$ cat src/rtl/skel_pkg.sv
// Shared types for the skeletonisation frame store: pixel type and controller states.
package skel_pkg;

    localparam int PIXEL_W = 8;

    typedef logic [PIXEL_W-1:0] pixel_t;

    typedef enum logic [2:0] {
        IDLE,
        STREAM,
        COLLECT,
        CHECK,
        DONE
    } state_t;

endpackage

$ cat src/rtl/skeleton_frame_store_if.sv
// Host, mask-stream and write-back signals of the frame store, bundled for one port.
interface skeleton_frame_store_if #(
    parameter int ADDR_W = 7
);
    import skel_pkg::*;

    logic              host_we;
    logic [ADDR_W-1:0] host_addr;
    pixel_t            host_wdata;
    pixel_t            host_rdata;

    logic              start;
    logic              busy;
    logic              done;
    logic [7:0]        pass_count;
    logic              converged;

    logic              mask_we;
    logic [ADDR_W-1:0] mask_addr;
    pixel_t            mask_data;

    logic              wb_valid;
    logic [ADDR_W-1:0] wb_addr;
    pixel_t            wb_data;

    modport slave (
        input  host_we, host_addr, host_wdata, start, wb_valid, wb_addr, wb_data,
        output host_rdata, busy, done, pass_count, converged, mask_we, mask_addr, mask_data
    );

    modport master (
        output host_we, host_addr, host_wdata, start, wb_valid, wb_addr, wb_data,
        input  host_rdata, busy, done, pass_count, converged, mask_we, mask_addr, mask_data
    );

endinterface

$ cat src/rtl/frame_ram.sv
// Frame storage: one write port, one combinational read port and a registered host read port.
module frame_ram
    import skel_pkg::*;
#(
    parameter int DEPTH  = 64,
    parameter int ADDR_W = 7
) (
    input  logic              clk,
    input  logic              rst_n,
    input  logic              we,
    input  logic [ADDR_W-1:0] waddr,
    input  pixel_t            wdata,
    input  logic [ADDR_W-1:0] raddr,
    output pixel_t            rdata,
    input  logic [ADDR_W-1:0] host_addr,
    output pixel_t            host_rdata
);
    localparam int IDX_W = (DEPTH > 1) ? $clog2(DEPTH) : 1;
    localparam logic [ADDR_W-1:0] LIMIT = ADDR_W'(DEPTH);

    pixel_t mem [DEPTH];

    // Contents are deliberately not reset; only the host read register is.
    always_ff @(posedge clk) begin
        if (we && (waddr < LIMIT)) begin
            mem[waddr[IDX_W-1:0]] <= wdata;
        end
    end

    assign rdata = (raddr < LIMIT) ? mem[raddr[IDX_W-1:0]] : '0;

    always_ff @(posedge clk or negedge rst_n) begin
        if (!rst_n) begin
            host_rdata <= '0;
        end else begin
            host_rdata <= (host_addr < LIMIT) ? mem[host_addr[IDX_W-1:0]] : '0;
        end
    end

endmodule

$ cat src/rtl/skeleton_frame_store.sv
// Holds one NxN frame, streams it to the mask array and folds write-backs in
// until a pass leaves the frame unchanged or the pass limit is reached.
module skeleton_frame_store
    import skel_pkg::*;
#(
    parameter int N          = 8,
    parameter int ADDR_W     = 7,
    parameter int MAX_PASSES = 16
) (
    input  logic                  clk,
    input  logic                  rst_n,
    skeleton_frame_store_if.slave bus
);
    localparam int                NPIX       = N * N;
    localparam logic [ADDR_W-1:0] LAST_IDX   = ADDR_W'(NPIX - 1);
    localparam logic [ADDR_W-1:0] NPIX_A     = ADDR_W'(NPIX);
    localparam logic [7:0]        PASS_LIMIT = 8'(MAX_PASSES);

    state_t            state, state_nxt;
    logic [ADDR_W-1:0] idx, idx_nxt;
    logic              changed, changed_nxt;
    logic [7:0]        pass_q, pass_nxt;
    logic              conv_q, conv_nxt;

    logic              wb_in_range;
    logic              wb_fire;
    logic              host_fire;
    logic              ram_we;
    logic [ADDR_W-1:0] ram_waddr;
    logic [ADDR_W-1:0] ram_raddr;
    pixel_t            ram_wdata;
    pixel_t            ram_rdata;

    logic              mask_we_q;
    logic [ADDR_W-1:0] mask_addr_q;
    pixel_t            mask_data_q;

    assign wb_in_range = bus.wb_addr < NPIX_A;
    assign wb_fire     = (state == COLLECT) && bus.wb_valid;
    assign host_fire   = (state == IDLE) && bus.host_we;

    // Host and write-back never compete: each is only live in its own state.
    assign ram_we    = host_fire || (wb_fire && wb_in_range);
    assign ram_waddr = host_fire ? bus.host_addr  : bus.wb_addr;
    assign ram_wdata = host_fire ? bus.host_wdata : bus.wb_data;
    assign ram_raddr = (state == COLLECT) ? bus.wb_addr : idx;

    frame_ram #(
        .DEPTH  (NPIX),
        .ADDR_W (ADDR_W)
    ) u_frame (
        .clk        (clk),
        .rst_n      (rst_n),
        .we         (ram_we),
        .waddr      (ram_waddr),
        .wdata      (ram_wdata),
        .raddr      (ram_raddr),
        .rdata      (ram_rdata),
        .host_addr  (bus.host_addr),
        .host_rdata (bus.host_rdata)
    );

    always_ff @(posedge clk or negedge rst_n) begin
        if (!rst_n) begin
            state   <= IDLE;
            idx     <= '0;
            changed <= 1'b0;
            pass_q  <= '0;
            conv_q  <= 1'b0;
        end else begin
            state   <= state_nxt;
            idx     <= idx_nxt;
            changed <= changed_nxt;
            pass_q  <= pass_nxt;
            conv_q  <= conv_nxt;
        end
    end

    // idx is the stream index in STREAM and the write-back beat counter in COLLECT.
    always_comb begin
        state_nxt   = state;
        idx_nxt     = idx;
        changed_nxt = changed;
        pass_nxt    = pass_q;
        conv_nxt    = conv_q;
        unique case (state)
            IDLE, DONE: begin
                if (bus.start) begin
                    state_nxt   = STREAM;
                    idx_nxt     = '0;
                    changed_nxt = 1'b0;
                    pass_nxt    = '0;
                    conv_nxt    = 1'b0;
                end
            end
            STREAM: begin
                if (idx == LAST_IDX) begin
                    state_nxt = COLLECT;
                    idx_nxt   = '0;
                end else begin
                    idx_nxt = idx + 1'b1;
                end
            end
            COLLECT: begin
                if (bus.wb_valid) begin
                    // ram_rdata is the pre-write value of the addressed pixel.
                    if (wb_in_range && (bus.wb_data != ram_rdata)) begin
                        changed_nxt = 1'b1;
                    end
                    if (idx == LAST_IDX) begin
                        state_nxt = CHECK;
                        idx_nxt   = '0;
                    end else begin
                        idx_nxt = idx + 1'b1;
                    end
                end
            end
            CHECK: begin
                pass_nxt = pass_q + 8'd1;
                if (!changed) begin
                    state_nxt = DONE;
                    conv_nxt  = 1'b1;
                end else if ((pass_q + 8'd1) == PASS_LIMIT) begin
                    state_nxt = DONE;
                    conv_nxt  = 1'b0;
                end else begin
                    state_nxt   = STREAM;
                    changed_nxt = 1'b0;
                    idx_nxt     = '0;
                end
            end
            default: state_nxt = IDLE;
        endcase
    end

    always_ff @(posedge clk or negedge rst_n) begin
        if (!rst_n) begin
            mask_we_q   <= 1'b0;
            mask_addr_q <= '0;
            mask_data_q <= '0;
        end else begin
            mask_we_q <= (state == STREAM);
            if (state == STREAM) begin
                mask_addr_q <= idx;
                mask_data_q <= ram_rdata;
            end
        end
    end

    assign bus.mask_we    = mask_we_q;
    assign bus.mask_addr  = mask_addr_q;
    assign bus.mask_data  = mask_data_q;
    assign bus.busy       = (state == STREAM) || (state == COLLECT) || (state == CHECK);
    assign bus.done       = (state == DONE);
    assign bus.pass_count = pass_q;
    assign bus.converged  = conv_q;

endmodule

$ cat src/flat_wrapper.sv
// flat-port wrapper written by rule: the top's interface ports become plain ports
module skeleton_frame_store_flat import skel_pkg::*;
#(
    parameter int N          = 8,
    parameter int ADDR_W     = 7,
    parameter int MAX_PASSES = 16
)
  (clk, rst_n, bus_host_we, bus_host_addr, bus_host_wdata, bus_start, bus_wb_valid, bus_wb_addr, bus_wb_data, bus_host_rdata, bus_busy, bus_done, bus_pass_count, bus_converged, bus_mask_we, bus_mask_addr, bus_mask_data);
  skeleton_frame_store_if #(.ADDR_W(ADDR_W)) bus_i ();
  input  logic clk;
  input  logic rst_n;
  input wire logic [$bits(bus_i.host_we)-1:0] bus_host_we;
  input wire logic [$bits(bus_i.host_addr)-1:0] bus_host_addr;
  input wire logic [$bits(bus_i.host_wdata)-1:0] bus_host_wdata;
  input wire logic [$bits(bus_i.start)-1:0] bus_start;
  input wire logic [$bits(bus_i.wb_valid)-1:0] bus_wb_valid;
  input wire logic [$bits(bus_i.wb_addr)-1:0] bus_wb_addr;
  input wire logic [$bits(bus_i.wb_data)-1:0] bus_wb_data;
  output wire logic [$bits(bus_i.host_rdata)-1:0] bus_host_rdata;
  output wire logic [$bits(bus_i.busy)-1:0] bus_busy;
  output wire logic [$bits(bus_i.done)-1:0] bus_done;
  output wire logic [$bits(bus_i.pass_count)-1:0] bus_pass_count;
  output wire logic [$bits(bus_i.converged)-1:0] bus_converged;
  output wire logic [$bits(bus_i.mask_we)-1:0] bus_mask_we;
  output wire logic [$bits(bus_i.mask_addr)-1:0] bus_mask_addr;
  output wire logic [$bits(bus_i.mask_data)-1:0] bus_mask_data;
  assign bus_i.host_we = bus_host_we;
  assign bus_i.host_addr = bus_host_addr;
  assign bus_i.host_wdata = bus_host_wdata;
  assign bus_i.start = bus_start;
  assign bus_i.wb_valid = bus_wb_valid;
  assign bus_i.wb_addr = bus_wb_addr;
  assign bus_i.wb_data = bus_wb_data;
  assign bus_host_rdata = bus_i.host_rdata;
  assign bus_busy = bus_i.busy;
  assign bus_done = bus_i.done;
  assign bus_pass_count = bus_i.pass_count;
  assign bus_converged = bus_i.converged;
  assign bus_mask_we = bus_i.mask_we;
  assign bus_mask_addr = bus_i.mask_addr;
  assign bus_mask_data = bus_i.mask_data;
  skeleton_frame_store #(.N(N), .ADDR_W(ADDR_W), .MAX_PASSES(MAX_PASSES)) u_core (.clk(clk), .rst_n(rst_n), .bus(bus_i));
endmodule
$ cat config.mk
export PLATFORM = sky130hd
export DESIGN_NAME = skeleton_frame_store_flat
export DESIGN_NICKNAME = d
export VERILOG_FILES = /design/src/rtl/skel_pkg.sv /design/src/rtl/skeleton_frame_store_if.sv /design/src/rtl/frame_ram.sv /design/src/rtl/skeleton_frame_store.sv /design/src/flat_wrapper.sv
export SDC_FILE = /design/constraint.sdc
export NUM_CORES = 1
export LEC_CHECK = 0
export CORE_MARGIN = 1.5
export CORE_UTILIZATION = 52
export DETAILED_ROUTE_END_ITERATION = 16
export PLACE_DENSITY_LB_ADDON = 0.08
export SYNTH_ARGS = -nofsm -noshare
export SYNTH_HDL_FRONTEND = slang
export SYNTH_SLANG_ARGS = --single-unit
$ cat constraint.sdc
create_clock -name clk -period 5.6 [get_ports clk]
set_clock_uncertainty 0.15 [all_clocks]
set_input_delay 1.12 -clock clk [delete_from_list [all_inputs] [get_ports clk]]
set_output_delay 1.12 -clock clk [all_outputs]
set_load 0.05 [all_outputs]
# Word level (Yosys, flattened, before mapping)
# Memories as Yosys holds them, arrays and structs flattened.
# Index checks and enable logic that the tools add are counted.
[op_classes]
add_sub_neg = 2
magnitude_cmp = 4
eq_ne = 15
mux = 31
n_reduce_logical = 18
[op_table]
columns = ["operator", "count"]
rows = [
  ["$mux 7", 7],
  ["$mux 8", 4],
  ["$lt 7x7->1 const B", 4],
  ["$pmux 7 s4", 1],
  ["$mux 3", 6],
  ["$pmux 8 s2", 1],
  ["$pmux 3 s4", 1],
  ["$ne 2x2->1 const B", 5],
  ["$mux 1", 9],
  ["$add 8x1->8 const B", 1],
  ["$eq 8x5->1 const B", 1],
  ["$ne 8x8->1", 1],
  ["$reduce_and 4->1", 2],
  ["$add 7x1->7 const B", 1],
  ["$eq 7x6->1 const B", 1],
  ["$eq 3x2->1 const B", 2],
  ["$logic_and 1x1->1", 5],
  ["$reduce_and 5->1", 1],
  ["$ne 2x1->1 const B", 2],
  ["$reduce_bool 4->1", 1],
  ["$eq 3x1->1 const B", 1],
  ["$eq 3x3->1 const B", 1],
  ["$logic_not 3->1", 1],
  ["$logic_or 1x1->1", 3],
  ["8 further kinds", 8],
]
[totals]
ff_bits = 44
ramBits = 512
in_bits = 35
output_inout_bits = 35
wordCells = 80
n_memories = 1
[mem_list]
columns = ["name", "words", "word_bits", "rd", "rd_clocked_by_memory_dff", "write_ports", "line_no", "rtl"]
rows = [
  ["u_core.u_frame.mem", 64, 8, 2, 0, 1, "frame_ram.sv:21", "pixel_t mem [DEPTH];"],
]

# Depth between registers and ports, before layout
[logic_depth]
word_depth = 9
mapped_depth = 17
depth_no_buf = 11

# Hierarchy
# Synthesis repeated with hierarchy kept, for this count alone.
[unflattened]
hier_cells = 1431
hier_area_um2 = 26580.5
[by_module_without_submodules]
columns = ["module", "instances", "cells_per_inst", "area_each_um2", "seq_area_each_um2"]
rows = [
  ["frame_ram", 1, 1226, 24407.2, 15574.9],
  ["skeleton_frame_store", 1, 205, 2173.3, 900.9],
]

# Worst setup path after synthesis
# No wires, ideal clock.
[synth_path]
path_kind = "input -> register"
startpoint = "in bus_host_addr[0]"
endpoint = "reg u_core.u_frame.host_rdata[6]"
setup_ps = 118
t_arrival_ps = 4004
required_time_ps = 5332
setup_slack_ps = 1328
cell_stages = 8
n_path_buf = 4
cell_sequence = "clkbuf_1 clkbuf_1 buf_1 clkbuf_1 mux4_2 mux4_2 mux4_2 nor2b_1"
[synth_via]
elab_chain_len = 2
elab_cells_between_ends = 3
cone_classes = "order compare: 1; mux: 1; memory: 1"
[synth_rtl]
columns = ["item", "line_no", "rtl"]
rows = [
  ["start: declaration", "flat_wrapper.sv:13", "input wire logic [$bits(bus_i.host_addr)-1:0] bus_host_addr;"],
  ["$mem_v2 64x8 or $lt 7x7->1 (tied branches)", "-", ""],
  ["$mux 8 *", "frame_ram.sv:36", "host_rdata <= (host_addr < LIMIT) ? mem[host_addr[IDX_W-1:0]] : '0;"],
  ["end signal: assignment", "frame_ram.sv:36", ""],
  ["end: declaration", "frame_ram.sv:16", "output pixel_t host_rdata"],
]
# Every way passes the cells marked *; elsewhere a longest branch is shown, timed or not.
# A chain may end at the register's enable or synchronous reset.

# Final worst setup path
[layout_path]
startpoint = "reg u_core.state[1]"
endpoint = "reg u_core.changed"
[layout_via]
elab_chain_len = 8
elab_cells_between_ends = 17
cone_classes = "order compare: 1; eq/ne: 7; mux: 3; reduce/logical: 5; memory: 1"
[layout_rtl]
columns = ["item", "line_no", "rtl"]
rows = [
  ["start: declaration", "skeleton_frame_store.sv:19", "state_t state, state_nxt;"],
  ["start signal: assignment", "skeleton_frame_store.sv:71", "state <= state_nxt;"],
  ["$eq 3x2->1", "skeleton_frame_store.sv:46, skeleton_frame_store.sv:86", ""],
  ["$mux 7", "skeleton_frame_store.sv:46", "assign ram_raddr = (state == COLLECT) ? bus.wb_addr : idx;"],
  ["$mem_v2 64x8 or $lt 7x7->1 (tied branches)", "-", ""],
  ["$mux 8", "frame_ram.sv:30", "assign rdata = (raddr < LIMIT) ? mem[raddr[IDX_W-1:0]] : '0;"],
  ["$ne 8x8->1", "skeleton_frame_store.sv:107", "if (wb_in_range && (bus.wb_data != ram_rdata)) begin"],
  ["$logic_and 1x1->1", "skeleton_frame_store.sv:107", ""],
  ["$ne 2x2->1 (no line)", "-", ""],
  ["$reduce_and 4->1 (no line)", "-", ""],
  ["end signal: assignment", "skeleton_frame_store.sv:73", "changed <= changed_nxt;"],
  ["end: declaration", "skeleton_frame_store.sv:21", "logic changed, changed_nxt;"],
]
# Parallel ways exist; a longest one is shown, timed or not.

==> flow_summary.ini <==
[outcome]
run_status = complete, no violations

[yosys]
synth_common_cells = 512 x edfxtp_1, 349 x nand2_1, 176 x mux4_2, 116 x nor2_1, 99 x mux2i_1
ys_ff_latch = 556
yosysSeqAreaShare_pct = 60.9
yosysMostFrequentCell = edfxtp_1
ys.flop_type = edfxtp_1
yosysTopAreaCell = edfxtp_1
ys_top_cells_by_area = edfxtp_1 57%, mux4_2 15%, nand2_1 4.8%
ys_warn_count = 0
syn_area_per_cell_sq_um = 14.0
yosys.area.top_type_share_pct = 56.8
synth.distinct_cells = 67
netlist_area_sq_um = 27100
syn_nets = 1966
synth_edf_count = 512
synth-async-reset-ratio_pct = 7.91
synthCells = 1929

[grt]
antenna_found_initial = 2
grt_max_degree = 85
grt_pass1_vias = 18600
gr-usage-all-layers_pct = 33.9
gr-total-overflow = 0
grt_pass1_wl_mm = 129

[placed_design]
dp_slack_ns = 0.453
place.gp.congestion = 0.934
io_buffers = 69
placedInstanceArea_sq_um = 29200
dp_hpwl_mm = 59.6

[floorplan]
die_w_um = 231
core_area_sq_um = 51400
num_rows = 83
io_pins = 70
die-height_um = 231
die_area_sq_um = 53400
initial_core_util_pct = 52.7

[cts]
root_buffer = clkbuf_16
clkTransAtPathRegs_ns = 0.06
hold_buffers = 0
cts-buffers-inserted = 58
cts.sinks = 556
post_cts_buffers = 0
cts_tree = yes
cts_resized = 0
clock_latency_ns = 0.65
cts_max_path_buffers = 3
cts.htree.levels = 2

[timing]
fin_ws_ns = 0.940
worst-slew-pin-transition_ns = 1.36
hold_viol = 0
rsz0062_at_grt = no
drv_slew = 0
fin_setup_tns_ns = 0
slew_headroom_pct = 9.11
post-route-period-util_pct = 83.2
fmax_mhz = 215
setup_viol = 0
layout_min_cycle_time_ns = 4.66

[critical_path]
cp-start-kind = flop
end_kind = flop
critPathKind = reg -> reg
cp_max_fo = 38
cp.required_ns = 5.95
max_stage_delay_ns = 0.82
critPathSlowestCell = nor2_1
crit_top_cell = a31oi_1
critPathTopFamily = simple AND/OR/NAND/NOR gates
worstPathArrival_ns = 5.01
cp_num_buf_inv = 0
worstPathCellList = or3b_4 -> a21o_4 -> nor2_1 -> a32oi_1 -> a31oi_1 -> a31oi_1 -> or3_1 -> xor2_1 -> nor3_1 -> a41oi_1

[finish]
n_fill_cell = 3914
drive_above_1_share_pct = 21.1
multi_input_area_sq_um = 10000
fin_util_pct = 60.6
final_nets = 2098
regArea_sq_um = 16500
design_area_sq_um = 31100
areaGrowthSynthToFinish_pct = 15.0

[routing]
wl_per_cell_um = 32.1
dr.pass1.iters = 6
remaining_drc_errors = 0
drtIter0Drc = 2484
route.antenna.remaining_nets = 0
avgViaCountPerCell = 6.88
vias = 19200
finalWirelength_mm = 89.5

[job]
maxCapViolCount = 0

[power]
total_power_mw = 14.0
leakage_nw = 10.5
vdd_drop_max_uv = 257
power.density_nw_per_um2 = 450

[min_path]
hold_path_class = reg -> reg
==> tightest hold or removal path, cell delays in order (launching register included) <==
cell	delay [ns]
dfrtp_1	0.34
o21ai_0	0.07
o21ai_0	0.06
==> flip-flops by register name, summed over array words and instances, names as in the netlist <==
register / count
u_core.idx: 7
u_core.u_frame.host_rdata: 8
u_core.bus.mask_we: 1
u_core.u_frame.mem: 512
u_core.bus.mask_addr: 7
u_core.bus.converged: 1
u_core.bus.mask_data: 8
u_core.changed: 1
u_core.state: 3
u_core.bus.pass_count: 8
==> path summary, 6_finish.rpt <==
kind | slack, ns | cells past startpoint | to | startpoint
worst max-delay path | 0.94 | 10 | u_core.changed$_DFFE_PN0P_ | u_core.state[1]$_DFFE_PN0P_
worst min-delay path | 0.36 | 2 | u_core.bus.converged$_DFFE_PN0P_ | u_core.bus.converged$_DFFE_PN0P_
worst max register to register | 0.94 | 10 | u_core.changed$_DFFE_PN0P_ | u_core.state[1]$_DFFE_PN0P_
worst min register to register | 0.36 | 2 | u_core.bus.converged$_DFFE_PN0P_ | u_core.bus.converged$_DFFE_PN0P_
max in group asynchronous | 4.14 | 1 | u_core.u_frame.host_rdata[4]$_DFF_PN0_ | rst_n
min in group asynchronous | 0.52 | 1 | u_core.bus.mask_data[6]$_DFFE_PN0P_ | rst_n
==> cell families after synthesis <==
kind of cell	after synthesis	synth area share [%]
compound gates	267	6.84
buf+inv	151	2.40
fa+ha+maj	2	0.0924
simple gates	645	10.3
xor+xnor	15	0.485
mux	293	19.1
flops	556	60.9
==> through the flow <==
step | hold WS, ns | cells
global route | 0.381 | 2790
CTS | 0.362 | 2790
floorplan | 0.355 | 1929
global placement | 0.339 | 2680
detailed placement | 0.348 | 2681
finish | 0.358 | 2791
==> layout by cell type, fill, tap and decap left out, drive strengths merged, types with 15 or more instances in the layout <==
master	netlist	routed
clkinv	0	28
nor2	117	117
nor2b	15	15
a32oi	17	17
o21ai	24	24
clkbuf	69	73
a31oi	17	17
edfxtp	512	512
dfrtp	44	44
mux4	176	176
mux2i	99	99
nand3	97	97
inv	18	18
a22oi	22	22
mux2	18	18
a211oi	25	25
nand4	20	20
nand2	349	349
a21oi	74	74
buf	64	140
clkdlybuf4s50	0	64
==> final cells by class <==
| cell class | instances | area share (%) |
|---|---|---|
| Antenna cell | 1 | 0.00804 |
| Clock buffer | 72 | 4.96 |
| Clock inverter | 37 | 1.21 |
| Inverter | 18 | 0.217 |
| Multi-Input combinational cell | 1222 | 32.2 |
| Sequential cell | 556 | 52.9 |
| Tap cell | 680 | 2.73 |
| Timing Repair Buffer | 205 | 5.74 |
==> report_power, final <==
part | switching [mW] | internal [mW]
Clock | 1.65 | 2.24
Sequential | 0.132 | 5.02
Combinational | 3.41 | 1.56
Total | 5.19 | 8.82
==> layer usage <==
metal	vias up	global-route usage, %	routed length, um
met3	272	7.71	10000
met5	-	0	23
li1	7847	-	-
met4	4	15.7	4480
met2	1380	52.1	40700
met1	9691	46.4	34200
No activity file was read; power rests on OpenSTA's default activity.
